### src/rtl/hilo_pkg.sv
// hilo_pkg: shared definitions for the HI/LO multiply/divide unit.
//   - op_code encodings
//   - FSM state enum (hilo_state_e) and accumulate mode enum (acc_mode_e)
//   - 64-bit result type and a sign-aware 32x32->64 multiply helper
package hilo_pkg;

  localparam logic [3:0] OP_NOP   = 4'd0;
  localparam logic [3:0] OP_MULT  = 4'd1;
  localparam logic [3:0] OP_MULTU = 4'd2;
  localparam logic [3:0] OP_DIV   = 4'd3;
  localparam logic [3:0] OP_DIVU  = 4'd4;
  localparam logic [3:0] OP_MTHI  = 4'd5;
  localparam logic [3:0] OP_MTLO  = 4'd6;
  localparam logic [3:0] OP_MADD  = 4'd8;
  localparam logic [3:0] OP_MADDU = 4'd9;
  localparam logic [3:0] OP_MSUB  = 4'd10;
  localparam logic [3:0] OP_MSUBU = 4'd11;

  typedef enum logic [1:0] {
    ST_IDLE = 2'd0,
    ST_MUL  = 2'd1,
    ST_DIV  = 2'd2,
    ST_FIX  = 2'd3
  } hilo_state_e;

  typedef enum logic [1:0] {
    ACC_NONE = 2'd0,
    ACC_ADD  = 2'd1,
    ACC_SUB  = 2'd2
  } acc_mode_e;

  typedef logic [63:0] result_t;

  // Extending both operands to 64 bits (sign or zero) and keeping the low
  // 64 bits of the product gives the correct signed or unsigned result.
  function automatic result_t mul64(input logic [31:0] a, input logic [31:0] b,
                                    input logic is_signed);
    result_t ea;
    result_t eb;
    ea = {{32{is_signed & a[31]}}, a};
    eb = {{32{is_signed & b[31]}}, b};
    return ea * eb;
  endfunction

endpackage

### src/rtl/hilo_if.sv
// hilo_if: execute-stage port bundle of the HI/LO unit.
//   master (execute stage): op_valid, op_code, op_a, op_b, rd_req, rd_sel
//   slave  (hilo_unit)    : op_ready, rd_data, rd_stall, busy, div_zero, dbg_state
//
// Handshake: an operation transfers on a rising clock edge where
// op_valid && op_ready. Once op_valid is raised the master holds op_valid,
// op_code, op_a and op_b stable until that edge. op_ready never depends on
// op_valid. The read port has no handshake: rd_data always shows the current
// register, and rd_stall tells the master to retry while an operation runs.
interface hilo_if;
  logic        op_valid;
  logic        op_ready;
  logic [3:0]  op_code;
  logic [31:0] op_a;
  logic [31:0] op_b;
  logic        rd_req;
  logic        rd_sel;
  logic [31:0] rd_data;
  logic        rd_stall;
  logic        busy;
  logic        div_zero;
  hilo_pkg::hilo_state_e dbg_state;

  modport master (
    output op_valid, op_code, op_a, op_b, rd_req, rd_sel,
    input  op_ready, rd_data, rd_stall, busy, div_zero, dbg_state
  );

  modport slave (
    input  op_valid, op_code, op_a, op_b, rd_req, rd_sel,
    output op_ready, rd_data, rd_stall, busy, div_zero, dbg_state
  );
endinterface

### src/rtl/hilo_div_iter.sv
// hilo_div_iter: 32-iteration restoring divider on unsigned magnitudes.
//   clk, rst   : clock, asynchronous active-high reset
//   start      : loads dividend/divisor at the end of this cycle
//   dividend   : 32-bit unsigned dividend
//   divisor    : 32-bit unsigned divisor (nonzero; zero is handled upstream)
//   done       : high in the cycle whose clock edge completes iteration 32
//   quotient   : quotient bits, final after the done edge
//   remainder  : partial remainder, final after the done edge
module hilo_div_iter (
  input  logic        clk,
  input  logic        rst,
  input  logic        start,
  input  logic [31:0] dividend,
  input  logic [31:0] divisor,
  output logic        done,
  output logic [31:0] quotient,
  output logic [31:0] remainder
);
  logic        run_q, run_d;
  logic [4:0]  cnt_q, cnt_d;
  logic [31:0] quo_q, quo_d;
  logic [31:0] rem_q, rem_d;
  logic [31:0] dvs_q, dvs_d;
  logic [32:0] shifted;

  always_comb begin
    run_d   = run_q;
    cnt_d   = cnt_q;
    quo_d   = quo_q;
    rem_d   = rem_q;
    dvs_d   = dvs_q;
    // Quotient register doubles as the dividend shift register.
    shifted = {rem_q, quo_q[31]};
    if (start) begin
      run_d = 1'b1;
      cnt_d = 5'd0;
      quo_d = dividend;
      rem_d = 32'd0;
      dvs_d = divisor;
    end else if (run_q) begin
      if (shifted >= {1'b0, dvs_q}) begin
        // True difference is below the divisor, so 32-bit wrap is exact.
        rem_d = shifted[31:0] - dvs_q;
        quo_d = {quo_q[30:0], 1'b1};
      end else begin
        rem_d = shifted[31:0];
        quo_d = {quo_q[30:0], 1'b0};
      end
      cnt_d = cnt_q + 5'd1;
      if (cnt_q == 5'd31) begin
        run_d = 1'b0;
      end
    end
  end

  always_ff @(posedge clk or posedge rst) begin
    if (rst) begin
      run_q <= 1'b0;
      cnt_q <= 5'd0;
      quo_q <= 32'd0;
      rem_q <= 32'd0;
      dvs_q <= 32'd0;
    end else begin
      run_q <= run_d;
      cnt_q <= cnt_d;
      quo_q <= quo_d;
      rem_q <= rem_d;
      dvs_q <= dvs_d;
    end
  end

  assign done      = run_q && (cnt_q == 5'd31);
  assign quotient  = quo_q;
  assign remainder = rem_q;
endmodule

### src/rtl/hilo_unit.sv
// hilo_unit: sequential HI/LO unit (MULT/MULTU/DIV/DIVU/MTHI/MTLO, optional
// MADD/MADDU/MSUB/MSUBU) holding the architectural HI and LO registers.
//   MUL_STAGES : multiply latency in cycles (1..4)
//   clk, rst   : clock, asynchronous active-high reset
//   bus        : hilo_if.slave -- op handshake, MFHI/MFLO read port, status
// Build option: define HILO_MADD_EN to enable the accumulate codes 8..11;
// without it those codes are NOPs and no accumulate adder exists.
module hilo_unit
  import hilo_pkg::*;
#(
  parameter int MUL_STAGES = 2
) (
  input  logic  clk,
  input  logic  rst,
  hilo_if.slave bus
);
  hilo_state_e state_q, state_d;
  logic [31:0] hi_q, hi_d;
  logic [31:0] lo_q, lo_d;
  result_t     prod_q, prod_d;
  logic [2:0]  mul_cnt_q, mul_cnt_d;
  logic        q_neg_q, q_neg_d;
  logic        r_neg_q, r_neg_d;
  logic        dz_q, dz_d;
  logic [31:0] dz_a_q, dz_a_d;
  logic        div_zero_q, div_zero_d;
`ifdef HILO_MADD_EN
  acc_mode_e   acc_q, acc_d;
`endif

  logic        accept;
  logic        signed_div;
  logic        a_neg, b_neg;
  logic [31:0] mag_a, mag_b;
  logic        div_start, div_done;
  logic [31:0] div_quo, div_rem;
  result_t     prod_now;
  result_t     mul_res;

  assign accept     = bus.op_valid && (state_q == ST_IDLE);
  assign signed_div = (bus.op_code == OP_DIV);
  assign a_neg      = signed_div & bus.op_a[31];
  assign b_neg      = signed_div & bus.op_b[31];
  // 0x80000000 maps to itself, which is its correct unsigned magnitude.
  assign mag_a      = a_neg ? (~bus.op_a + 32'd1) : bus.op_a;
  assign mag_b      = b_neg ? (~bus.op_b + 32'd1) : bus.op_b;
  assign prod_now   = mul64(bus.op_a, bus.op_b,
                            (bus.op_code == OP_MULT) || (bus.op_code == OP_MADD) ||
                            (bus.op_code == OP_MSUB));

`ifdef HILO_MADD_EN
  // HI/LO cannot change while in MUL, so accumulating at write time is safe.
  always_comb begin
    case (acc_q)
      ACC_ADD: mul_res = {hi_q, lo_q} + prod_q;
      ACC_SUB: mul_res = {hi_q, lo_q} - prod_q;
      default: mul_res = prod_q;
    endcase
  end
`else
  assign mul_res = prod_q;
`endif

  hilo_div_iter u_div (
    .clk       (clk),
    .rst       (rst),
    .start     (div_start),
    .dividend  (mag_a),
    .divisor   (mag_b),
    .done      (div_done),
    .quotient  (div_quo),
    .remainder (div_rem)
  );

  always_comb begin
    state_d    = state_q;
    hi_d       = hi_q;
    lo_d       = lo_q;
    prod_d     = prod_q;
    mul_cnt_d  = mul_cnt_q;
    q_neg_d    = q_neg_q;
    r_neg_d    = r_neg_q;
    dz_d       = dz_q;
    dz_a_d     = dz_a_q;
    div_zero_d = 1'b0;
    div_start  = 1'b0;
`ifdef HILO_MADD_EN
    acc_d      = acc_q;
`endif
    case (state_q)
      ST_IDLE: begin
        if (accept) begin
          case (bus.op_code)
            OP_MULT, OP_MULTU: begin
`ifdef HILO_MADD_EN
              acc_d = ACC_NONE;
`endif
              if (MUL_STAGES == 1) begin
                {hi_d, lo_d} = prod_now;
              end else begin
                prod_d    = prod_now;
                mul_cnt_d = 3'(MUL_STAGES - 1);
                state_d   = ST_MUL;
              end
            end
            OP_DIV, OP_DIVU: begin
              if (bus.op_b == 32'd0) begin
                dz_d       = 1'b1;
                dz_a_d     = bus.op_a;
                div_zero_d = 1'b1;
                state_d    = ST_FIX;
              end else begin
                dz_d      = 1'b0;
                div_start = 1'b1;
                q_neg_d   = a_neg ^ b_neg;
                r_neg_d   = a_neg;
                state_d   = ST_DIV;
              end
            end
            OP_MTHI: hi_d = bus.op_a;
            OP_MTLO: lo_d = bus.op_a;
`ifdef HILO_MADD_EN
            OP_MADD, OP_MADDU, OP_MSUB, OP_MSUBU: begin
              prod_d    = prod_now;
              acc_d     = ((bus.op_code == OP_MADD) || (bus.op_code == OP_MADDU)) ?
                          ACC_ADD : ACC_SUB;
              // One extra cycle for the accumulate step.
              mul_cnt_d = 3'(MUL_STAGES);
              state_d   = ST_MUL;
            end
`endif
            default: ;
          endcase
        end
      end
      ST_MUL: begin
        if (mul_cnt_q == 3'd1) begin
          {hi_d, lo_d} = mul_res;
          state_d      = ST_IDLE;
        end else begin
          mul_cnt_d = mul_cnt_q - 3'd1;
        end
      end
      ST_DIV: begin
        if (div_done) begin
          state_d = ST_FIX;
        end
      end
      ST_FIX: begin
        if (dz_q) begin
          lo_d = 32'hFFFF_FFFF;
          hi_d = dz_a_q;
        end else begin
          lo_d = q_neg_q ? (~div_quo + 32'd1) : div_quo;
          hi_d = r_neg_q ? (~div_rem + 32'd1) : div_rem;
        end
        state_d = ST_IDLE;
      end
      default: state_d = ST_IDLE;
    endcase
  end

  always_ff @(posedge clk or posedge rst) begin
    if (rst) begin
      state_q    <= ST_IDLE;
      hi_q       <= 32'd0;
      lo_q       <= 32'd0;
      prod_q     <= '0;
      mul_cnt_q  <= 3'd0;
      q_neg_q    <= 1'b0;
      r_neg_q    <= 1'b0;
      dz_q       <= 1'b0;
      dz_a_q     <= 32'd0;
      div_zero_q <= 1'b0;
`ifdef HILO_MADD_EN
      acc_q      <= ACC_NONE;
`endif
    end else begin
      state_q    <= state_d;
      hi_q       <= hi_d;
      lo_q       <= lo_d;
      prod_q     <= prod_d;
      mul_cnt_q  <= mul_cnt_d;
      q_neg_q    <= q_neg_d;
      r_neg_q    <= r_neg_d;
      dz_q       <= dz_d;
      dz_a_q     <= dz_a_d;
      div_zero_q <= div_zero_d;
`ifdef HILO_MADD_EN
      acc_q      <= acc_d;
`endif
    end
  end

  assign bus.op_ready  = (state_q == ST_IDLE);
  assign bus.busy      = (state_q != ST_IDLE);
  assign bus.rd_stall  = bus.rd_req && (state_q != ST_IDLE);
  assign bus.rd_data   = bus.rd_sel ? hi_q : lo_q;
  assign bus.div_zero  = div_zero_q;
  assign bus.dbg_state = state_q;
endmodule

### src/flat_wrapper.sv
// flat-port wrapper written by rule: the top's interface ports become plain ports
module hilo_unit_flat import hilo_pkg::*;
#(
  parameter int MUL_STAGES = 2
)
  (clk, rst, bus_op_valid, bus_op_code, bus_op_a, bus_op_b, bus_rd_req, bus_rd_sel, bus_op_ready, bus_rd_data, bus_rd_stall, bus_busy, bus_div_zero, bus_dbg_state);
  hilo_if bus_i ();
  input  logic clk;
  input  logic rst;
  input wire logic [$bits(bus_i.op_valid)-1:0] bus_op_valid;
  input wire logic [$bits(bus_i.op_code)-1:0] bus_op_code;
  input wire logic [$bits(bus_i.op_a)-1:0] bus_op_a;
  input wire logic [$bits(bus_i.op_b)-1:0] bus_op_b;
  input wire logic [$bits(bus_i.rd_req)-1:0] bus_rd_req;
  input wire logic [$bits(bus_i.rd_sel)-1:0] bus_rd_sel;
  output wire logic [$bits(bus_i.op_ready)-1:0] bus_op_ready;
  output wire logic [$bits(bus_i.rd_data)-1:0] bus_rd_data;
  output wire logic [$bits(bus_i.rd_stall)-1:0] bus_rd_stall;
  output wire logic [$bits(bus_i.busy)-1:0] bus_busy;
  output wire logic [$bits(bus_i.div_zero)-1:0] bus_div_zero;
  output wire logic [$bits(bus_i.dbg_state)-1:0] bus_dbg_state;
  assign bus_i.op_valid = bus_op_valid;
  assign bus_i.op_code = bus_op_code;
  assign bus_i.op_a = bus_op_a;
  assign bus_i.op_b = bus_op_b;
  assign bus_i.rd_req = bus_rd_req;
  assign bus_i.rd_sel = bus_rd_sel;
  assign bus_op_ready = bus_i.op_ready;
  assign bus_rd_data = bus_i.rd_data;
  assign bus_rd_stall = bus_i.rd_stall;
  assign bus_busy = bus_i.busy;
  assign bus_div_zero = bus_i.div_zero;
  assign bus_dbg_state = bus_i.dbg_state;
  hilo_unit #(.MUL_STAGES(MUL_STAGES)) u_core (.clk(clk), .rst(rst), .bus(bus_i));
endmodule
### config.mk
export PLATFORM = sky130hd
export DESIGN_NAME = hilo_unit_flat
export DESIGN_NICKNAME = d
export VERILOG_FILES = /design/src/rtl/hilo_pkg.sv /design/src/rtl/hilo_if.sv /design/src/rtl/hilo_div_iter.sv /design/src/rtl/hilo_unit.sv /design/src/flat_wrapper.sv
export SDC_FILE = /design/constraint.sdc
export NUM_CORES = 2
export LEC_CHECK = 0
export CAP_MARGIN = 20
export CORE_AREA = 2 2 307 309
export CTS_BUF_LIST = sky130_fd_sc_hd__clkbuf_8
export DETAILED_ROUTE_END_ITERATION = 12
export DIE_AREA = 0 0 309 311
export GPL_TIMING_DRIVEN = 1
export PLACE_DENSITY = 0.84
export SLEW_MARGIN = 30
export SYNTH_ARGS = -nofsm -noshare
export SYNTH_HDL_FRONTEND = slang
export SYNTH_SLANG_ARGS = --single-unit
### constraint.sdc
create_clock -name clk -period 16.1 [get_ports clk]
set_input_delay 1.61 -clock clk [delete_from_list [all_inputs] [get_ports clk]]
set_output_delay 1.61 -clock clk [all_outputs]
set_load 0.02 [all_outputs]
Word-level counts from Yosys, hierarchy flattened
Index checks and enable logic that the tools add are counted.
- bits in registers: 271
- output and inout port bits: 38
- word-level logic and storage cells: 120
- add/sub/neg operators: 7
- $mul: 1
- order comparisons: 1
- eq/ne operators: 21
- muxes and demuxes: 44
- bitwise operators: 10
- reduce and logical (&&, ||, !) cells: 21
- operator list (operator ; count):
    $mux W32 ; 18
    $pmux W32 S3 ; 2
    $add A32 B1 Y32 const B ; 4
    $not A32 Y32 ; 4
    $mul A33 B33 Y64 ; 1
    $ge A33 B32 Y1 ; 1
    $logic_not A32 Y1 ; 1
    $sub A32 B32 Y32 ; 1
    $reduce_and A4 Y1 ; 6
    $mux W1 ; 13
    $eq A4 B3 Y1 const B ; 3
    $ne A2 B1 Y1 const B ; 6
    $mux W5 ; 2
    $mux W3 ; 3
    $eq A4 B2 Y1 const B ; 2
    $eq A4 B4 Y1 const B ; 2
    $pmux W2 S4 ; 1
    $mux W2 ; 3
    $pmux W3 S2 ; 1
    $reduce_and A3 Y1 ; 2
    $reduce_bool A2 Y1 ; 3
    $add A5 B1 Y5 const B ; 1
    $eq A5 B5 Y1 const B ; 1
    $and A1 B1 Y1 ; 4
    other kinds (15) ; 20

Longest topological paths before layout
- depth in word-level cells: 6
- mapped depth: 35

Cells and area by module
Synthesis repeated with hierarchy kept, for this count alone.
- cell total of the unflattened synthesis: 6173
- area, all modules: 54935.2 sq um
- by module, submodules not included (module ; instances ; cells an instance ; area an instance (sq um) ; seq. area each (sq um)):
    hilo_unit ; 1 ; 5459 ; 48734.2 ; 4229.1
    hilo_div_iter ; 1 ; 714 ; 6200.9 ; 2552.4

Worst setup path after synthesis
Ideal clock, no wire load.
- path kind: input to register
- from: input bus_op_code[1]
- to: register u_core.prod_q[60] (netlist: u_core.mul_res[60])
- arrival time: 9882 ps
- required time: 16033 ps
- slack: 6151 ps
- cell stages on the path: 30
- cell sequence: nand2b_1 -> mux2_2 -> nor2_1 -> clkbuf_1 -> and2_1 -> clkbuf_1 -> nand2_1 -> inv_1 -> fa_1 -> fa_1 -> fa_1 -> inv_1 -> fa_1 -> fa_1 -> fa_1 -> fa_1 -> fa_1 -> inv_1 -> ha_1 -> clkbuf_1 -> nand4_1 -> nor4_1 -> a221o_1 -> nor3_1 -> o21a_1 -> o31ai_4 -> a21oi_2 -> or3_4 -> a2111oi_2 -> a311o_1
- longest elaborated chain between the ends: 5
- elaborated cells between the ends (all ways): 11
- ends and longest elaborated chain (what ; line ; RTL):
    from (decl) ; flat_wrapper.sv:11 ; input wire logic [$bits(bus_i.op_code)-1:0] bus_op_code;
    $eq A4 B1 Y1 / $eq A4 B4 Y1 (equally long branches) ; hilo_unit.sv:48, hilo_unit.sv:93 ;
    $logic_or A1 B1 Y1 (2 in series) ; hilo_unit.sv:48 ; (bus.op_code == OP_MULT) || (bus.op_code == OP_MADD) ||
    $and A1 B1 Y1, on equally long branches ; hilo_pkg.sv:40, hilo_pkg.sv:41 ;
    $mul A33 B33 Y64 ; hilo_pkg.sv:42 ; return ea * eb;
    to (signal assigned) ; hilo_unit.sv:182 ; prod_q <= prod_d;
    to (decl) ; hilo_unit.sv:20 ; result_t prod_q, prod_d;
Parallel ways exist; a longest one is shown, timed or not.
A chain may end at the register's enable or synchronous reset.

Final worst setup path
- from: input bus_op_code[1]
- to: register u_core.prod_q[57] (netlist: u_core.mul_res[57])
The elaborated chain is that of the path after synthesis.

==> flow_metrics.env <==
export IMPL_status="finished clean"
export IMPL_synth_ff_type="dfrtp_1"
export IMPL_fin_hold_ws_ns=0.481
export IMPL_cts_buffers=44
export IMPL_cts_setup_buffers=0
export IMPL_area_delta_synth_final_pct=4.97
export IMPL_slew_viol_final=0
export IMPL_r2r_setup_slack_ns=11.72
export IMPL_drive_gt1_frac=0.0509
export IMPL_final_common_cell="inv_1"
export IMPL_track_usage=0.344
export IMPL_multi_input_area_um2=41700
export IMPL_synth_mux_area_frac=0.0292
export IMPL_drcViolationCount=0
export IMPL_fin_tns_setup_ns=0
export IMPL_setup_viol=0
export IMPL_hold_path_class="reg2reg"
export IMPL_netlist_instances=6113
export IMPL_clock_latency_ns=0.59
export IMPL_dieHeight_um=311
export IMPL_cts_htree_levels=2
export IMPL_grtUsageMet1=0.439
export IMPL_port_buffer_count=110
export IMPL_post_drt_via_cell_ratio=5.99
export IMPL_vias=43400
export IMPL_pin_count=111
export IMPL_synth_xor_area_share=0.0361
export IMPL_min_to="u_core.hi_q[4]"
export IMPL_hold_buffers=0
export IMPL_wl_mm=162
export IMPL_finalInstanceArea_um2=57100
export IMPL_synth_yosys_seq_area_share=0.125
export IMPL_cts_num_sinks=271
export IMPL_antenna_found_initial=6
export IMPL_cp_max_fo=21
export IMPL_finalClockSkew_ns=0.0297
export IMPL_synth_top_area_share=0.414
export IMPL_reg2reg_to="u_core.u_div.remainder[22]"
export IMPL_startpoint_type="input port"
export IMPL_cts_tree="done"
export IMPL_avgSynthCellArea_um2=8.90
export IMPL_synthDistinctLibCells=76
export IMPL_synthAdderAreaFrac=0.472
export IMPL_post_dp_cell_area_um2=56200
export IMPL_synthSimpleGateAreaFrac=0.148
export IMPL_holdPathStages=2
export IMPL_grt_pass1_wl_mm=255
export IMPL_clockRootBuffer="clkbuf_8"
export IMPL_arrival_ns=11.53
export IMPL_fillers=7444
export IMPL_row_count=112
export IMPL_maxCapViolations=0
export IMPL_end_kind="flop"
export IMPL_top_usage_layer="met2"
export IMPL_die_width_um=309
export IMPL_place_gp_congestion=0.981
export IMPL_critical_path_class="in2reg"
export IMPL_min_period_ns=11.08
export IMPL_finalHoldViolCount=0
export IMPL_synth_top_family_by_area="adder cells"
export IMPL_hold_start="u_core.hi_q[4]"
export IMPL_grt_util_met3=0.0939
export IMPL_final_cell_mix="1197 x inv_1, 1126 x fa_1, 1050 x nand2_1"
export IMPL_async_flop_share=1.00
export IMPL_globalRouteOverflowTotal=0
export IMPL_core_area_um2=92800
export IMPL_rsz0062_at_grt="no"
export IMPL_synth_nets=7564
export IMPL_grt_pass1_vias=46000
export IMPL_grt_start_max_net_pins=166
export IMPL_synth_seq_cells=271
export IMPL_clk_pin_slew_ns=0.07
export IMPL_worst_pin_slew_ns=1.05
export IMPL_clockBufferDepth=3
export IMPL_yosysTopAreaCell="fa_1"
export IMPL_register_area_um2=6800
export IMPL_max_slew_margin=0.302
export IMPL_reg2reg_depth=13
export IMPL_drtIter0Drc=4675
export IMPL_netlist_area_um2=54400
export IMPL_use_met2=0.533
export IMPL_firstDrtPassIters=8
export IMPL_design_die_area_um2=96100
export IMPL_r2r_start="u_core.u_div.remainder[0]"
export IMPL_final_nets=7416
export IMPL_routedWlPerCell_um=22.3
export IMPL_synth_edff_count=0
export IMPL_clock_fmax_ghz=0.0902
export IMPL_hpwlAfterDp_mm=117
export IMPL_initial_utilization=0.587
export IMPL_crit_required_ns=16.55
export IMPL_yosys_warnings=0
export IMPL_synth_area_top_cells="fa_1 41%, dfrtp_1 12%, inv_1 8.2%"
export IMPL_cts_resized=0
export IMPL_period_share=0.688
export IMPL_ant_nets=0
export IMPL_synth_compound_gate_area_share=0.0803
==> how the worst max path moves through the flow <==
| stage | slack, ns | from | cells past startpoint | to |
|---|---|---|---|---|
| 2_1_floorplan | 6.15 | bus_op_code[1] | 30 | u_core.mul_res[60] |
| 3_3_place_gp | 4.75 | bus_op_code[1] | 28 | u_core.mul_res[57] |
| 3_5_place_dp | 4.57 | bus_op_code[1] | 28 | u_core.mul_res[57] |
| 4_1_cts | 5.21 | bus_op_code[1] | 28 | u_core.mul_res[57] |
| 5_1_grt | 4.63 | bus_op_code[0] | 28 | u_core.mul_res[57] |
| 6_report | 5.02 | bus_op_code[1] | 28 | u_core.mul_res[57] |
==> sequential cells by signal, indices dropped and copies added, names as in the netlist <==
register and flops:
u_core.mul_res 64, u_core.dz_a_q 32, u_core.hi_q 32, u_core.lo_q 32
u_core.u_div.dvs_q 32, u_core.u_div.quotient 32, u_core.u_div.remainder 32, u_core.u_div.cnt_q 5
u_core.mul_cnt_q 3, u_core.bus.dbg_state 2, u_core.bus.div_zero 1, u_core.dz_q 1
u_core.q_neg_q 1, u_core.r_neg_q 1, u_core.u_div.run_q 1
==> critical path, cell delays in order <==
cell and delay [ns]:
clkdlybuf4s50_1 0.50, nand2b_1 0.21, mux2_2 0.28, nor2_2 0.07, buf_4 0.29, and2_1 0.58
nand2_1 0.21, inv_1 0.17, fa_1 0.49, fa_1 0.57, fa_1 0.63, inv_1 0.33
fa_1 1.15, inv_1 0.35, fa_1 0.53, fa_1 0.55, inv_1 0.05, fa_1 0.44
fa_1 0.49, inv_1 0.04, ha_1 0.34, a21oi_1 0.22, nand2_1 0.13, or3_1 0.33
o31ai_1 0.45, o21ai_0 0.24, xnor2_1 0.16, o21ai_0 0.08
==> cell usage after synthesis (all sizes together) (36+ instances only) <==
| master | count |
|---|---|
| ha | 252 |
| inv | 1193 |
| a31oi | 36 |
| o31ai | 42 |
| fa | 1126 |
| mux2 | 80 |
| clkbuf | 324 |
| mux2i | 69 |
| buf | 64 |
| xnor2 | 139 |
| dfrtp | 271 |
| nand2 | 1050 |
| and2 | 292 |
| nor2 | 197 |
| a21oi | 179 |
| xor2 | 85 |
| nand2b | 56 |
| o21ai | 308 |
==> metrics by stage <==
step | util | setup WS [ns] | std cells
final | 0.616 | 5.02 | 7251
after global routing | 0.616 | 4.63 | 7248
after CTS | 0.615 | 5.21 | 7246
after detailed placement | 0.606 | 4.57 | 7172
after global placement | 0.606 | 4.75 | 7171
after floorplan | - | 6.15 | 6113
==> layout make-up <==
class | instances | share of cell area
Timing Repair Buffer | 194 | 0.0289
Multi-Input combinational cell | 4261 | 0.731
Inverter | 1193 | 0.0785
Tap cell | 1254 | 0.0275
Clock buffer | 56 | 0.0135
Sequential cell | 271 | 0.119
Clock inverter | 18 | 0.00153
Antenna cell | 4 | 0.000175
==> routing by layer <==
layer,vias up,share of wire
li1,18100,-
met3,712,0.13
met4,2,0.065
met5,-,0.000086
met1,21600,0.35
met2,2899,0.45
==> logic make-up after synthesis <==
family,after synthesis
AO/OA/AOI/OAI,727
XOR/XNOR,224
adder cells (fa/ha/maj),1378
buffers and inverters,1581
flip-flops,271
multiplexers,149
AND/OR/NAND/NOR,1783
Power is not shown: default switching activity piles up to over one toggle a cycle in this logic, so the estimate is an artifact.
